## config.mk

```make
export PLATFORM = sky130hd
export DESIGN_NAME = sipo_frame_rx
export DESIGN_NICKNAME = d
export VERILOG_FILES = /design/src/rtl/sipo_frame_rx_pkg.sv /design/src/rtl/sipo_frame_rx_sync_det.sv /design/src/rtl/sipo_frame_rx.sv
export SDC_FILE = /design/constraint.sdc
export NUM_CORES = 1
export LEC_CHECK = 0
export CAP_MARGIN = 20
export CELL_PAD_IN_SITES_DETAIL_PLACEMENT = 0
export CELL_PAD_IN_SITES_GLOBAL_PLACEMENT = 1
export CORE_UTILIZATION = 46
export CTS_BUF_LIST = sky130_fd_sc_hd__clkbuf_8
export CTS_CLUSTER_SIZE = 40
export DETAILED_ROUTE_END_ITERATION = 10
export MAX_ROUTING_LAYER = met4
export PLACE_DENSITY_LB_ADDON = 0.25
export SLEW_MARGIN = 30
export SYNTH_ARGS = -nofsm -noshare
export SYNTH_HDL_FRONTEND = slang
export SYNTH_HIERARCHICAL = 1
export SYNTH_SLANG_ARGS = --single-unit
```

## constraint.sdc

```tcl
create_clock -name clk -period 5.27 [get_ports clk]
set_input_delay 1.054 -clock clk [delete_from_list [all_inputs] [get_ports clk]]
set_output_delay 1.054 -clock clk [all_outputs]
set_load 0.02 [all_outputs]
```

## src/rtl/sipo_frame_rx_pkg.sv

```systemverilog
// Shared definitions for the serial frame receiver: FSM state codes and the default sync pattern.
package sipo_frame_rx_pkg;

  typedef logic [1:0] frame_state_t;

  localparam frame_state_t ST_HUNT = 2'd0;
  localparam frame_state_t ST_DATA = 2'd1;
  localparam frame_state_t ST_PAR  = 2'd2;
  localparam frame_state_t ST_BAD  = 2'd3;

  localparam logic [3:0] DEFAULT_SYNC_PAT = 4'b1011;

endpackage

```

## src/rtl/sipo_frame_rx_sync_det.sv

```systemverilog
// Sliding-window sync hunter: compares the last SYNC_W serial bits against the pattern once
// enough real bits have arrived since reset or the last clear.
module sync_det #(
  parameter int                SYNC_W   = 4,
  parameter logic [SYNC_W-1:0] SYNC_PAT = '0
) (
  input  logic clk,
  input  logic nRst,
  input  logic sIn,
  input  logic shiftEn,
  input  logic clear,
  output logic match
);

  localparam int                FILL_W   = $clog2(SYNC_W + 1);
  localparam logic [FILL_W-1:0] FILL_MAX = FILL_W'(SYNC_W);
  localparam logic [FILL_W-1:0] FILL_ARM = FILL_W'(SYNC_W - 1);

  // Only the older SYNC_W-1 bits need storing; the newest bit is the live sIn.
  logic [SYNC_W-2:0] window;
  logic [FILL_W-1:0] fill;
  logic [SYNC_W-1:0] candidate;

  assign candidate = {window, sIn};
  assign match     = shiftEn && (candidate == SYNC_PAT) && (fill >= FILL_ARM);

  always_ff @(posedge clk or negedge nRst) begin
    if (!nRst) begin
      window <= '0;
      fill   <= '0;
    end else if (clear) begin
      window <= '0;
      fill   <= '0;
    end else if (shiftEn) begin
      window <= candidate[SYNC_W-2:0];
      if (fill != FILL_MAX) begin
        fill <= fill + 1'b1;
      end
    end
  end

endmodule

```

## src/rtl/sipo_frame_rx.sv

```systemverilog
// Serial frame receiver: hunts for a sync pattern, deserializes the MSB-first payload,
// checks even parity and presents good words with a one-cycle valid pulse.
module sipo_frame_rx
  import sipo_frame_rx_pkg::*;
#(
  parameter int                SYNC_W   = 4,
  parameter logic [SYNC_W-1:0] SYNC_PAT = SYNC_W'(DEFAULT_SYNC_PAT),
  parameter int                DATA_W   = 8,
  parameter int                CNT_W    = 8
) (
  input  logic              clk,
  input  logic              nRst,
  input  logic              sIn,
  output logic [DATA_W-1:0] dOut,
  output logic              dValid,
  output logic              pErr,
  output logic              inFrame,
  output logic [CNT_W-1:0]  frameCnt
);

  localparam int             BIT_W    = $clog2(DATA_W + 1);
  localparam logic [BIT_W-1:0] LAST_BIT = BIT_W'(DATA_W - 1);

  frame_state_t      state;
  frame_state_t      nextState;
  logic [DATA_W-1:0] shreg;
  logic [BIT_W-1:0]  bitCnt;
  logic              syncMatch;
  logic              clearSync;
  logic              huntActive;

  assign huntActive = (state == ST_HUNT);
  // Leaving PAR (or recovering from the unused code) restarts the hunt from an empty window,
  // so a sync can never overlap the payload or parity bit.
  assign clearSync  = (state == ST_PAR) || (state == ST_BAD);

  sync_det #(
    .SYNC_W   (SYNC_W),
    .SYNC_PAT (SYNC_PAT)
  ) u_sync_det (
    .clk     (clk),
    .nRst    (nRst),
    .sIn     (sIn),
    .shiftEn (huntActive),
    .clear   (clearSync),
    .match   (syncMatch)
  );

  always_comb begin
    nextState = ST_HUNT;
    case (state)
      ST_HUNT: nextState = syncMatch ? ST_DATA : ST_HUNT;
      ST_DATA: nextState = (bitCnt == LAST_BIT) ? ST_PAR : ST_DATA;
      ST_PAR:  nextState = ST_HUNT;
      default: nextState = ST_HUNT;
    endcase
  end

  // inFrame is registered from nextState so it is high exactly while the FSM sits in DATA or PAR.
  always_ff @(posedge clk or negedge nRst) begin
    if (!nRst) begin
      state    <= ST_HUNT;
      shreg    <= '0;
      bitCnt   <= '0;
      dOut     <= '0;
      dValid   <= 1'b0;
      pErr     <= 1'b0;
      inFrame  <= 1'b0;
      frameCnt <= '0;
    end else begin
      state   <= nextState;
      inFrame <= (nextState == ST_DATA) || (nextState == ST_PAR);
      dValid  <= 1'b0;
      pErr    <= 1'b0;
      case (state)
        ST_HUNT: begin
          if (syncMatch) begin
            bitCnt <= '0;
          end
        end
        ST_DATA: begin
          shreg  <= {shreg[DATA_W-2:0], sIn};
          bitCnt <= bitCnt + 1'b1;
        end
        ST_PAR: begin
          if ((^{shreg, sIn}) == 1'b0) begin
            dOut     <= shreg;
            dValid   <= 1'b1;
            frameCnt <= frameCnt + 1'b1;
          end else begin
            pErr <= 1'b1;
          end
        end
        default: begin
        end
      endcase
    end
  end

endmodule
```

# Yosys cells after proc, flatten, opt, wreduce, memory -nomap -nowiden
# Index checks and enable logic that the tools add are counted.
dict set report classes {
  bitwise 1
  reduce_logical 12
  n_mux 14
  addsub 3
  n_lt_le_gt_ge 1
  eq_ne 9
}
# op count
set ops {}
lappend ops {{$mux 3} 5}
lappend ops {{$reduce_xor 9->1} 1}
lappend ops {{$add 8x1->8 const B} 1}
lappend ops {{$pmux 4 s2} 1}
lappend ops {{$eq 2x2->1 const B} 3}
lappend ops {{$reduce_and 2->1} 3}
lappend ops {{$reduce_bool 2->1} 3}
lappend ops {{$mux 1} 5}
lappend ops {{$add 4x1->4 const B} 1}
lappend ops {{$eq 2x1->1 const B} 2}
lappend ops {{$eq 4x3->1 const B} 1}
lappend ops {{$eq 4x4->1 const B} 1}
lappend ops {{$mux 4} 1}
lappend ops {{$pmux 2 s2} 1}
lappend ops {{$add 3x1->3 const B} 1}
lappend ops {{$ge 3x2->1 const B} 1}
lappend ops {{$ne 3x3->1 const B} 1}
lappend ops {{$logic_and 1x1->1} 2}
lappend ops {{$logic_not 2->1} 1}
lappend ops {{$logic_or 1x1->1} 2}
lappend ops {{$mux 2} 1}
lappend ops {{$ne 2x2->1 const B} 1}
lappend ops {{$not 1->1} 1}
dict set report totals {
  reg_bits 39
  output_inout_bits 19
}

# Longest topological paths before layout
# Gate-level depths: netlist (run 1).
dict set report logic_depth {
  ltp_word 7
  ltp_mapped 9
  ltp_nobuf 9
}

# Modules after synthesis
# Netlist (run 1), hierarchy kept.
# module cells_per_inst seq_area_each_um2 n_inst area_each_um2
set modules_own_cells {}
lappend modules_own_cells {sipo_frame_rx 125 825.8 1 1410.1}
lappend modules_own_cells {sync_det 31 150.1 1 325.3}

# Worst setup path before layout (run 1)
# OpenSTA, ideal clock, no wires.
dict set report synth_timing {
  path_kind {input to register}
  from {input sIn}
  to {register dOut[0]}
  cell_stages 5
  arrival_time_ns 2.360
  path_buffers 0
  setup_slack_ns 2.785
  setup_time_ns 0.125
  required_time_ns 5.145
  cell_sequence {xnor2_1 -> xnor2_1 -> xnor3_2 -> nand2_8 -> mux2_2}
}
dict set report synth_via {
  elab_chain_len 3
}
# item line_no
set synth_lines {}
lappend synth_lines {{from (decl)} sipo_frame_rx.sv:13} ;# input logic sIn,
lappend synth_lines {{$reduce_xor 9->1} sipo_frame_rx.sv:86} ;# if ((^{shreg, sIn}) == 1'b0) begin
lappend synth_lines {{$not 1->1 (no line)} -}
lappend synth_lines {{$reduce_and 2->1 (no line)} -}
lappend synth_lines {{to (signal assigned)} sipo_frame_rx.sv:87} ;# dOut <= shreg;
lappend synth_lines {{to (decl)} sipo_frame_rx.sv:14} ;# output logic [DATA_W-1:0] dOut,
# Every way passes these cells.
# A chain may end at the register's enable or synchronous reset.

# Worst setup path in the final report (run 1)
dict set report layout_timing {
  from {input sIn}
  to {register dOut[2]}
}
# The elaborated chain is that of the path after synthesis.

==> impl_metrics.env, run 1 <==
export IMPL_vias_per_cell=5.09
export IMPL_syn_to_final_growth_pct=19.3
export IMPL_gr_total_overflow=0
export IMPL_clk_latency_ns=0.29
export IMPL_wl_per_cell_um=13.0
export IMPL_crit_start="sIn"
export IMPL_max_clock_path_buffers=2
export IMPL_cp_slowest_cell="xnor3_2"
export IMPL_htree_levels=2
export IMPL_root_buffer="clkbuf_8"
export IMPL_crit_arrival_ns=2.98
export IMPL_core_area_mm2=0.00347
export IMPL_worstPathRequired_ns=5.44
export IMPL_syn_inst=156
export IMPL_yosysUniqueCellTypes=26
export IMPL_yosysWarnings=6
export IMPL_crit_buf_inv=1
export IMPL_synth_area_top_cells="dfrtp_1 56%, xnor2_1 7.1%, nand2_1 6.5%"
export IMPL_synth_nets=164
export IMPL_numCtsBuffers=5
export IMPL_dieArea_mm2=0.00402
export IMPL_synth_top_area_cell="dfrtp_1"
export IMPL_hold_path_class="flip-flop to flip-flop"
export IMPL_register_area_um2=976
export IMPL_startpoint_type="input pin"
export IMPL_die_w_um=63.4
export IMPL_r2r_end="dOut[2]"
export IMPL_route_detailed_drc=0
export IMPL_syn_avg_cell_area_um2=11.1
export IMPL_setup_ws_ns=2.46
export IMPL_critical_path_endpoint_type="flip-flop"
export IMPL_path_clk_slew_ns=0.07
export IMPL_worstSetupPathType="input pin to flip-flop"
export IMPL_post_cts_buffers=0
export IMPL_wl_um=2970
export IMPL_clock_sinks=39
export IMPL_drive_gt1_frac=0.0989
export IMPL_synth_top_area_frac=0.562
export IMPL_grtUsageTotal=0.183
export IMPL_ys_seq_elements=39
export IMPL_pwr_density_cell_mw_per_mm2=591
export IMPL_yosysSeqAreaShare=0.562
export IMPL_placed_cell_area_mm2=0.00199
export IMPL_rr_worst_depth=5
export IMPL_final_area_mm2=0.00207
export IMPL_hold_path_depth=1
export IMPL_power_leakage_nw=1.01
export IMPL_slew_headroom=0.418
export IMPL_path_cells="clkdlybuf4s50_1 -> xnor2_1 -> xnor2_1 -> xnor3_2 -> nand2_8 -> mux2_2"
export IMPL_max_vdd_ir_drop_mv=0.269
export IMPL_worstHoldStart="frameCnt[7]"
export IMPL_synth_edf_count=0
export IMPL_slew_viol_final=0
export IMPL_multi_input_area_um2=722
export IMPL_numPortBuffers=21
export IMPL_worst_pin_slew_ns=0.871
export IMPL_crit_top_cell="xnor2_1"
export IMPL_cp_max_fo=10
export IMPL_cp_top_family="XOR/XNOR gates"
export IMPL_setup_tns_ns=0
export IMPL_max_freq_mhz=356
export IMPL_first_pass_iters=4
export IMPL_cts_resized=0
export IMPL_critPathMaxStageDelay_ns=0.52
export IMPL_grt_pass1_vias=1158
export IMPL_ant_nets=0
export IMPL_min_to="frameCnt[7]"
export IMPL_grt_start_max_net_pins=40
export IMPL_hold_buffers=0
export IMPL_setup_viol_count_final=0
export IMPL_drtIter0Drc=33
export IMPL_nets=189
export IMPL_start_util=0.500
export IMPL_pre_cts_ws_ns=2.14
export IMPL_synth_main_ff_cell="dfrtp_1"
export IMPL_post_route_period_util=0.533
export IMPL_rows=21
export IMPL_num_vias=1160
export IMPL_grt_pass1_wl_um=5330
export IMPL_antenna_cells=0
export IMPL_rsz0062_at_grt="no"
export IMPL_finalHoldViolCount=0
export IMPL_synth_area_mm2=0.00174
export IMPL_routabilityCongestion=0.836
export IMPL_ys_async_sr_fraction=1.00
export IMPL_timing_rr_start="shreg[2]"
export IMPL_maxCapViolCount=0
export IMPL_cts_tree="built"
export IMPL_io_pins=22
export IMPL_hpwl_um=2080
export IMPL_layout_min_cycle_time_ns=2.81
export IMPL_dieHeight_um=63.4
export IMPL_r2r_slack_ns=3.27
export IMPL_status="finished, final reports clean"
export IMPL_antenna_found_initial=0
export IMPL_fillers=313
export IMPL_clock_skew_ns=0.00887
[report_power, final]
| part | leakage, nW | switching (mW) | internal, mW | total (mW) |
|---|---|---|---|---|
| registers | 0.513 | 0.0870 | 0.396 | 0.483 |
| clock network | 0.0505 | 0.0965 | 0.0889 | 0.185 |
| logic | 0.448 | 0.317 | 0.240 | 0.557 |
| total | 1.01 | 0.500 | 0.724 | 1.22 |
[cell usage after synthesis, drive strengths merged (2+ instances only)]
master and number:
dfrtp 39, nand2 31, xnor2 14, mux2 8, nor2 8, inv 7
nand3 7, o21ai 7, and3 5, ha 5, a21oi 4, clkbuf 3
mux2i 3, nand2b 2, nor2b 2, nor3 2
[registers in the layout, indices dropped and copies added (netlist names)]
register / cells
inFrame: 1
dValid: 1
state: 2
dOut: 8
pErr: 1
u_sync_det/window: 3
shreg: 8
u_sync_det/fill: 3
frameCnt: 8
bitCnt: 4
[cells by family (layout without fill, tap and decap cells)]
group	after synthesis	in the layout	synth area share
buffers and inverters	10	36	0.0216
multiplexers	11	11	0.0692
AO/OA/AOI/OAI	16	16	0.0606
adder cells (fa/ha/maj)	5	5	0.0360
XOR/XNOR	16	16	0.0894
AND/OR/NAND/NOR	59	59	0.161
flip-flops	39	39	0.562
[cell usage in the layout (no fill, tap or decap), drive strengths merged]
master	count
o21ai	7
clkinv	1
nor2b	2
xnor3	1
buf	1
nand2	31
o21bai	1
inv	9
mux2	8
xnor2	14
ha	5
nor2	8
a21boi	1
mux2i	3
nand2b	2
dfrtp	39
clkbuf	5
xor2	1
nand3b	1
or2b	1
a211oi	1
and3	5
a22o	1
a21oi	4
nor3	2
clkdlybuf4s50	20
o31ai	1
nand3	7
[stage by stage]
step / hold slack [ns] / total power [mW] / util / cells
floorplan: 0.455 / 0.898 / - / 156
detailed placement: 0.478 / 1.05 / 0.573 / 220
global route: 0.498 / 1.33 / 0.597 / 228
finish: 0.481 / 1.22 / 0.597 / 228
global placement: 0.463 / 1.02 / 0.573 / 220
CTS: 0.488 / 1.24 / 0.596 / 228
[final cells by class]
class | instances | area share
clock inverter | 3 | 0.00604
sequential | 39 | 0.471
tap | 46 | 0.0278
clock buffer | 5 | 0.0332
multi-input combinational | 107 | 0.349
timing repair buffer | 21 | 0.100
inverter | 7 | 0.0127
[routing by layer]
layer / vias to the layer above / part of all wire / GRT usage
li1: 563 / - / -
met2: 28 / 0.47 / 0.282
met3: 2 / 0.032 / 0.0652
met4: 0 / 0.0061 / 0.0710
met1: 567 / 0.49 / 0.217
met5: - / 0 / -
[how the worst max path moves through the flow]
stage / to / slack, ns / cells after the start
floorplan: dOut[0] / 2.79 / 5
global placement: dOut[3] / 2.19 / 6
detailed placement: dOut[4] / 2.14 / 6
CTS: dOut[4] / 2.45 / 6
global route: dOut[2] / 2.40 / 6
finish: dOut[2] / 2.46 / 6
(Power assumes the default switching activity.)
==> run 2, diff against run 1 <==
Settings changed: CORE_UTILIZATION 46 to 41.
Clock period 5.27 ns to 2.54 ns, I/O delays scaled along.
==> run 2 against run 1 <==
  * Hold slack worse by 0.30 ns
  * Sequential power up 110%
  * Final area up 2.1%
  * Critical path depth unchanged
  * Non-clock buffer count up 5
  * Combinational power up 120%
  * Register-to-register slack worse by 2.7 ns
  * Power up 120%
  * Global-route usage down 2.1 points
  * Critical path type unchanged
==> impl_metrics.env, run 2 (same netlist as run 1, synthesis figures left out) <==
export IMPL_drtIter0Drc=42
export IMPL_r2r_slack_ns=0.61
export IMPL_worstSetupPathType="input pin to flip-flop"
export IMPL_path_clk_slew_ns=0.07
export IMPL_cp_max_fo=10
export IMPL_met1_length_um=1450
export IMPL_post_cts_buffers=0
export IMPL_max_vdd_ir_drop_mv=0.645
export IMPL_layout_min_cycle_time_ns=2.15
export IMPL_pwr_share_comb=0.475
export IMPL_htree_levels=2
export IMPL_pwr_density_cell_mw_per_mm2=1250
export IMPL_slew_viol_final=0
export IMPL_route_detailed_drc=0
export IMPL_max_freq_mhz=466
export IMPL_hold_buffers=0
export IMPL_finalHoldViolCount=0
export IMPL_first_pass_iters=4
export IMPL_drive_gt1_frac=0.123
export IMPL_numCtsBuffers=5
export IMPL_p_total_mw=2.63
export IMPL_worst_pin_slew_ns=0.490
export IMPL_fin_hold_ws_ns=0.179
export IMPL_top_layer_used="met4"
export IMPL_p_seq_frac=0.379
export IMPL_slew_headroom=0.674
export IMPL_switching_power_mw=1.05
export IMPL_root_buffer="clkbuf_8"
export IMPL_rsz0062_at_grt="no"
export IMPL_rows=23
export IMPL_power_switching_share=0.398
export IMPL_wl_met3_um=129
export IMPL_gr_total_overflow=0
export IMPL_final_core_util=0.525
export IMPL_hpwl_um=2020
export IMPL_clock_skew_ns=0.00367
export IMPL_setup_viol_count_final=0
export IMPL_antenna_found_initial=0
export IMPL_antenna_cells=0
export IMPL_io_pins=22
export IMPL_numPortBuffers=21
export IMPL_core_area_mm2=0.00403
export IMPL_status="finished, final reports clean"
export IMPL_vias_per_cell=4.85
export IMPL_placed_cell_area_mm2=0.00203
export IMPL_start_util=0.431
export IMPL_fin_cells=237
export IMPL_die_w_um=67.1
export IMPL_clock_sinks=39
export IMPL_pre_cts_ws_ns=0.0718
export IMPL_worstPathRequired_ns=2.71
export IMPL_final_cell_mix="39 x dfrtp_1, 30 x nand2_1, 20 x clkdlybuf4s50_1, 14 x xnor2_1, 9 x inv_1"
export IMPL_cts_tree="built"
export IMPL_cts_resized=0
export IMPL_final_area_mm2=0.00211
export IMPL_dieHeight_um=67.1
export IMPL_r2r_end="frameCnt[1]"
export IMPL_startpoint_type="input pin"
export IMPL_rr_worst_depth=5
export IMPL_post_route_period_util=0.845
export IMPL_nets=194
export IMPL_syn_to_final_growth_pct=21.8
export IMPL_setup_tns_ns=0
export IMPL_clk_latency_ns=0.29
export IMPL_final_common_cell="dfrtp_1"
export IMPL_placed_cells=229
export IMPL_num_vias=1149
export IMPL_ant_nets=0
export IMPL_max_clock_path_buffers=2
export IMPL_power_leakage_nw=1.04
export IMPL_wl_per_cell_um=12.5
export IMPL_clkPwrFrac=0.147
export IMPL_critical_path_endpoint_type="flip-flop"
export IMPL_grt_start_max_net_pins=40
export IMPL_routabilityCongestion=0.719
export IMPL_setup_ws_ns=0.394
export IMPL_hold_path_class="input pin to asynchronous set/reset pin"
export IMPL_p_int_mw=1.59
export IMPL_dieArea_mm2=0.00450
export IMPL_timing_rr_start="shreg[2]"
export IMPL_wl_met2_um=1330
export IMPL_wl_um=2950
export IMPL_grtUsageTotal=0.162
export IMPL_crit_arrival_ns=2.32
export IMPL_grt_pass1_vias=1106
export IMPL_grt_pass1_wl_um=5080
export IMPL_top_regs="dOut: 8 flops, frameCnt: 8 flops, shreg: 8 flops"
export IMPL_maxCapViolCount=0
run 2: cell count changes in the layout (fill, tap and decap cells not counted):
| cell | previous run | this run |
|---|---|---|
| buf_4 | 1 | 6 |
run 2: per-layer routing:
layer | GRT usage | vias to the layer above
li1 | - | 575
met1 | 0.203 | 547
met2 | 0.238 | 23
met3 | 0.0514 | 4
met4 | 0.0718 | 0
met5 | - | -
run 2: how the worst max path moves through the flow:
stage / startpoint / end / slack (ns)
2_1_floorplan: sIn / dOut[0] / 0.60
3_3_place_gp: sIn / dOut[4] / 0.12
3_5_place_dp: sIn / dOut[2] / 0.07
4_1_cts: sIn / dOut[2] / 0.38
5_1_grt: sIn / dOut[6] / 0.31
6_report: sIn / frameCnt[1] / 0.39
run 2: layout make-up:
type / count / area [µm²]
tap: 50 / 62.6
multi-input combinational: 107 / 722
sequential: 39 / 976
inverter: 7 / 26.3
clock inverter: 3 / 12.5
clock buffer: 5 / 68.8
timing repair buffer: 26 / 245
fill: 365 / 1920
run 2: critical path, cell delays in order:
cell and delay, ns:
clkdlybuf4s50_1 0.44, xnor2_1 0.15, xnor2_1 0.28, xnor3_2 0.46
nand2_8 0.14, mux2_2 0.34
run 2: power groups by stage:
stage / clock [mW] / sequential [mW] / combinational, mW
2_1_floorplan: 0 / 1.04 / 0.824
3_3_place_gp: 0 / 1.00 / 1.23
3_5_place_dp: 0 / 1.01 / 1.26
4_1_cts: 0.407 / 1.00 / 1.26
5_1_grt: 0.437 / 1.03 / 1.39
6_report: 0.386 / 0.998 / 1.25
==> run 3, diff against run 2 <==
Clock period 2.54 ns to 1.95 ns, I/O delays scaled along.
==> run 3 against run 2 <==
  * Combinational power is 42% higher
  * Sequential power rose by 30%
  * Flip-flop and latch count stayed put
  * Hold slack got worse by 0.024 ns
  * Largest power group unchanged
==> impl_metrics.env, run 3 (same netlist as run 1, synthesis figures left out) <==
export IMPL_root_buffer="clkbuf_8"
export IMPL_wl_per_cell_um=12.2
export IMPL_status="finished, final reports clean"
export IMPL_routabilityCongestion=0.746
export IMPL_grt_start_max_net_pins=40
export IMPL_die_w_um=67.1
export IMPL_final_area_mm2=0.00218
export IMPL_start_util=0.431
export IMPL_hpwl_um=2090
export IMPL_hold_path_class="input pin to asynchronous set/reset pin"
export IMPL_max_vdd_ir_drop_mv=1.03
export IMPL_grt_pass1_wl_um=5130
export IMPL_placed_cell_area_mm2=0.00207
export IMPL_dieHeight_um=67.1
export IMPL_worstPathRequired_ns=2.12
export IMPL_finalHoldViolCount=0
export IMPL_route_detailed_drc=0
export IMPL_clock_skew_ns=0.00368
export IMPL_nets=199
export IMPL_final_common_cell="dfrtp_1"
export IMPL_power_leakage_nw=1.08
export IMPL_critPathMaxStageDelay_ns=0.44
export IMPL_antenna_found_initial=0
export IMPL_ant_nets=0
export IMPL_max_clock_path_buffers=2
export IMPL_dieArea_mm2=0.00450
export IMPL_path_clk_slew_ns=0.07
export IMPL_final_cell_mix="39 x dfrtp_1, 30 x nand2_1, 20 x clkdlybuf4s50_1, 10 x xnor2_1, 10 x buf_4"
export IMPL_cp_max_fo=9
export IMPL_slew_viol_final=0
export IMPL_drtIter0Drc=46
export IMPL_setup_tns_ns=0
export IMPL_grtUsageTotal=0.162
export IMPL_rsz0062_at_grt="no"
export IMPL_io_pins=22
export IMPL_pwr_density_cell_mw_per_mm2=1640
export IMPL_vias_per_cell=4.87
export IMPL_p_total_mw=3.59
export IMPL_syn_to_final_growth_pct=25.7
export IMPL_setup_viol_count_final=0
export IMPL_num_vias=1178
export IMPL_worstSetupPathType="input pin to flip-flop"
export IMPL_cp_slowest_cell="clkdlybuf4s50_1"
export IMPL_maxCapViolCount=0
export IMPL_top_regs="dOut: 8 flops, frameCnt: 8 flops, shreg: 8 flops"
export IMPL_setup_ws_ns=0.0728
export IMPL_antenna_cells=0
export IMPL_cp_top_family="XOR/XNOR gates"
export IMPL_final_core_util=0.542
export IMPL_wl_um=2940
export IMPL_hold_buffers=0
export IMPL_clk_latency_ns=0.28
export IMPL_pre_cts_ws_ns=-0.408
export IMPL_drive_gt1_frac=0.172
export IMPL_max_freq_mhz=533
export IMPL_worst_pin_slew_ns=0.480
export IMPL_numCtsBuffers=5
export IMPL_rows=23
export IMPL_slew_headroom=0.680
export IMPL_core_area_mm2=0.00403
export IMPL_layout_min_cycle_time_ns=1.88
export IMPL_cts_tree="built"
export IMPL_path_cells="clkdlybuf4s50_1 -> xnor2_1 -> xnor2_2 -> xnor3_2 -> nand2_8 -> mux2_2"
export IMPL_critical_path_endpoint_type="flip-flop"
export IMPL_startpoint_type="input pin"
export IMPL_gr_total_overflow=0
export IMPL_crit_arrival_ns=2.04
export IMPL_crit_buf_inv=1
export IMPL_numPortBuffers=21
export IMPL_post_route_period_util=0.963
export IMPL_clock_sinks=39
export IMPL_grt_pass1_vias=1160
export IMPL_htree_levels=2
export IMPL_first_pass_iters=4
## run 3: changes by cell type in the layout (fill, tap and decap cells not counted), sizes merged
cell  change
buf       +5
## run 3: metal layers
layer  part of all wire  GRT usage
met3              0.038     0.0565
met5                  0          -
met4             0.0075     0.0559
met1               0.48      0.197
met2               0.47      0.250
## run 3: cell type report
type,count,area [µm²]
Fill cell,373,1850
Sequential cell,39,976
Multi-Input combinational cell,107,756
Timing Repair Buffer,31,280
Clock buffer,5,68.8
Tap cell,50,62.6
Inverter,7,26.3
Clock inverter,3,12.5
## run 3: metrics by stage
| stage | hold slack, ns | cells |
|---|---|---|
| 3_5_place_dp | 0.466 | 234 |
| 4_1_cts | 0.168 | 242 |
| 6_report | 0.155 | 242 |
| 2_1_floorplan | 0.0944 | 156 |
| 5_1_grt | 0.188 | 242 |
| 3_3_place_gp | 0.462 | 234 |
## run 3: what timing repair did
item | in CTS | in global routing
buffers inserted | 0 | 0
endpoints found under the setup margin | 8 | 10
gates resized for setup | 1 | 4
pin swaps | 2 | 0
gates cloned | 0 | 0
## run 3: power breakdown
group	switching, mW	internal, mW	leakage, nW
registers	0.232	1.07	0.513
clock network	0.262	0.240	0.0505
logic	0.918	0.864	0.517
total	1.41	2.17	1.08
## run 3: path summary, 6_finish.rpt
check	start	slack, ns	end	cells after the start
worst max-delay path	sIn	0.07	dOut[1]	6
worst min-delay path	nRst	0.15	u_sync_det/fill[2]	2
worst max register to register	shreg[4]	0.10	dOut[1]	5
worst min register to register	frameCnt[7]	0.47	frameCnt[7]	1
max in group asynchronous	nRst	1.47	frameCnt[4]	2
min in group clk	frameCnt[7]	0.47	frameCnt[7]	1
## run 3: worst reg2reg max path: cells and delay by family (launching register included)
| kind | cells | cell delay, ns |
|---|---|---|
| DFF | 1 | 0.43 |
| xor gates and xnor gates | 3 | 0.83 |
| muxes | 1 | 0.34 |
| and+or+nand+nor | 1 | 0.13 |
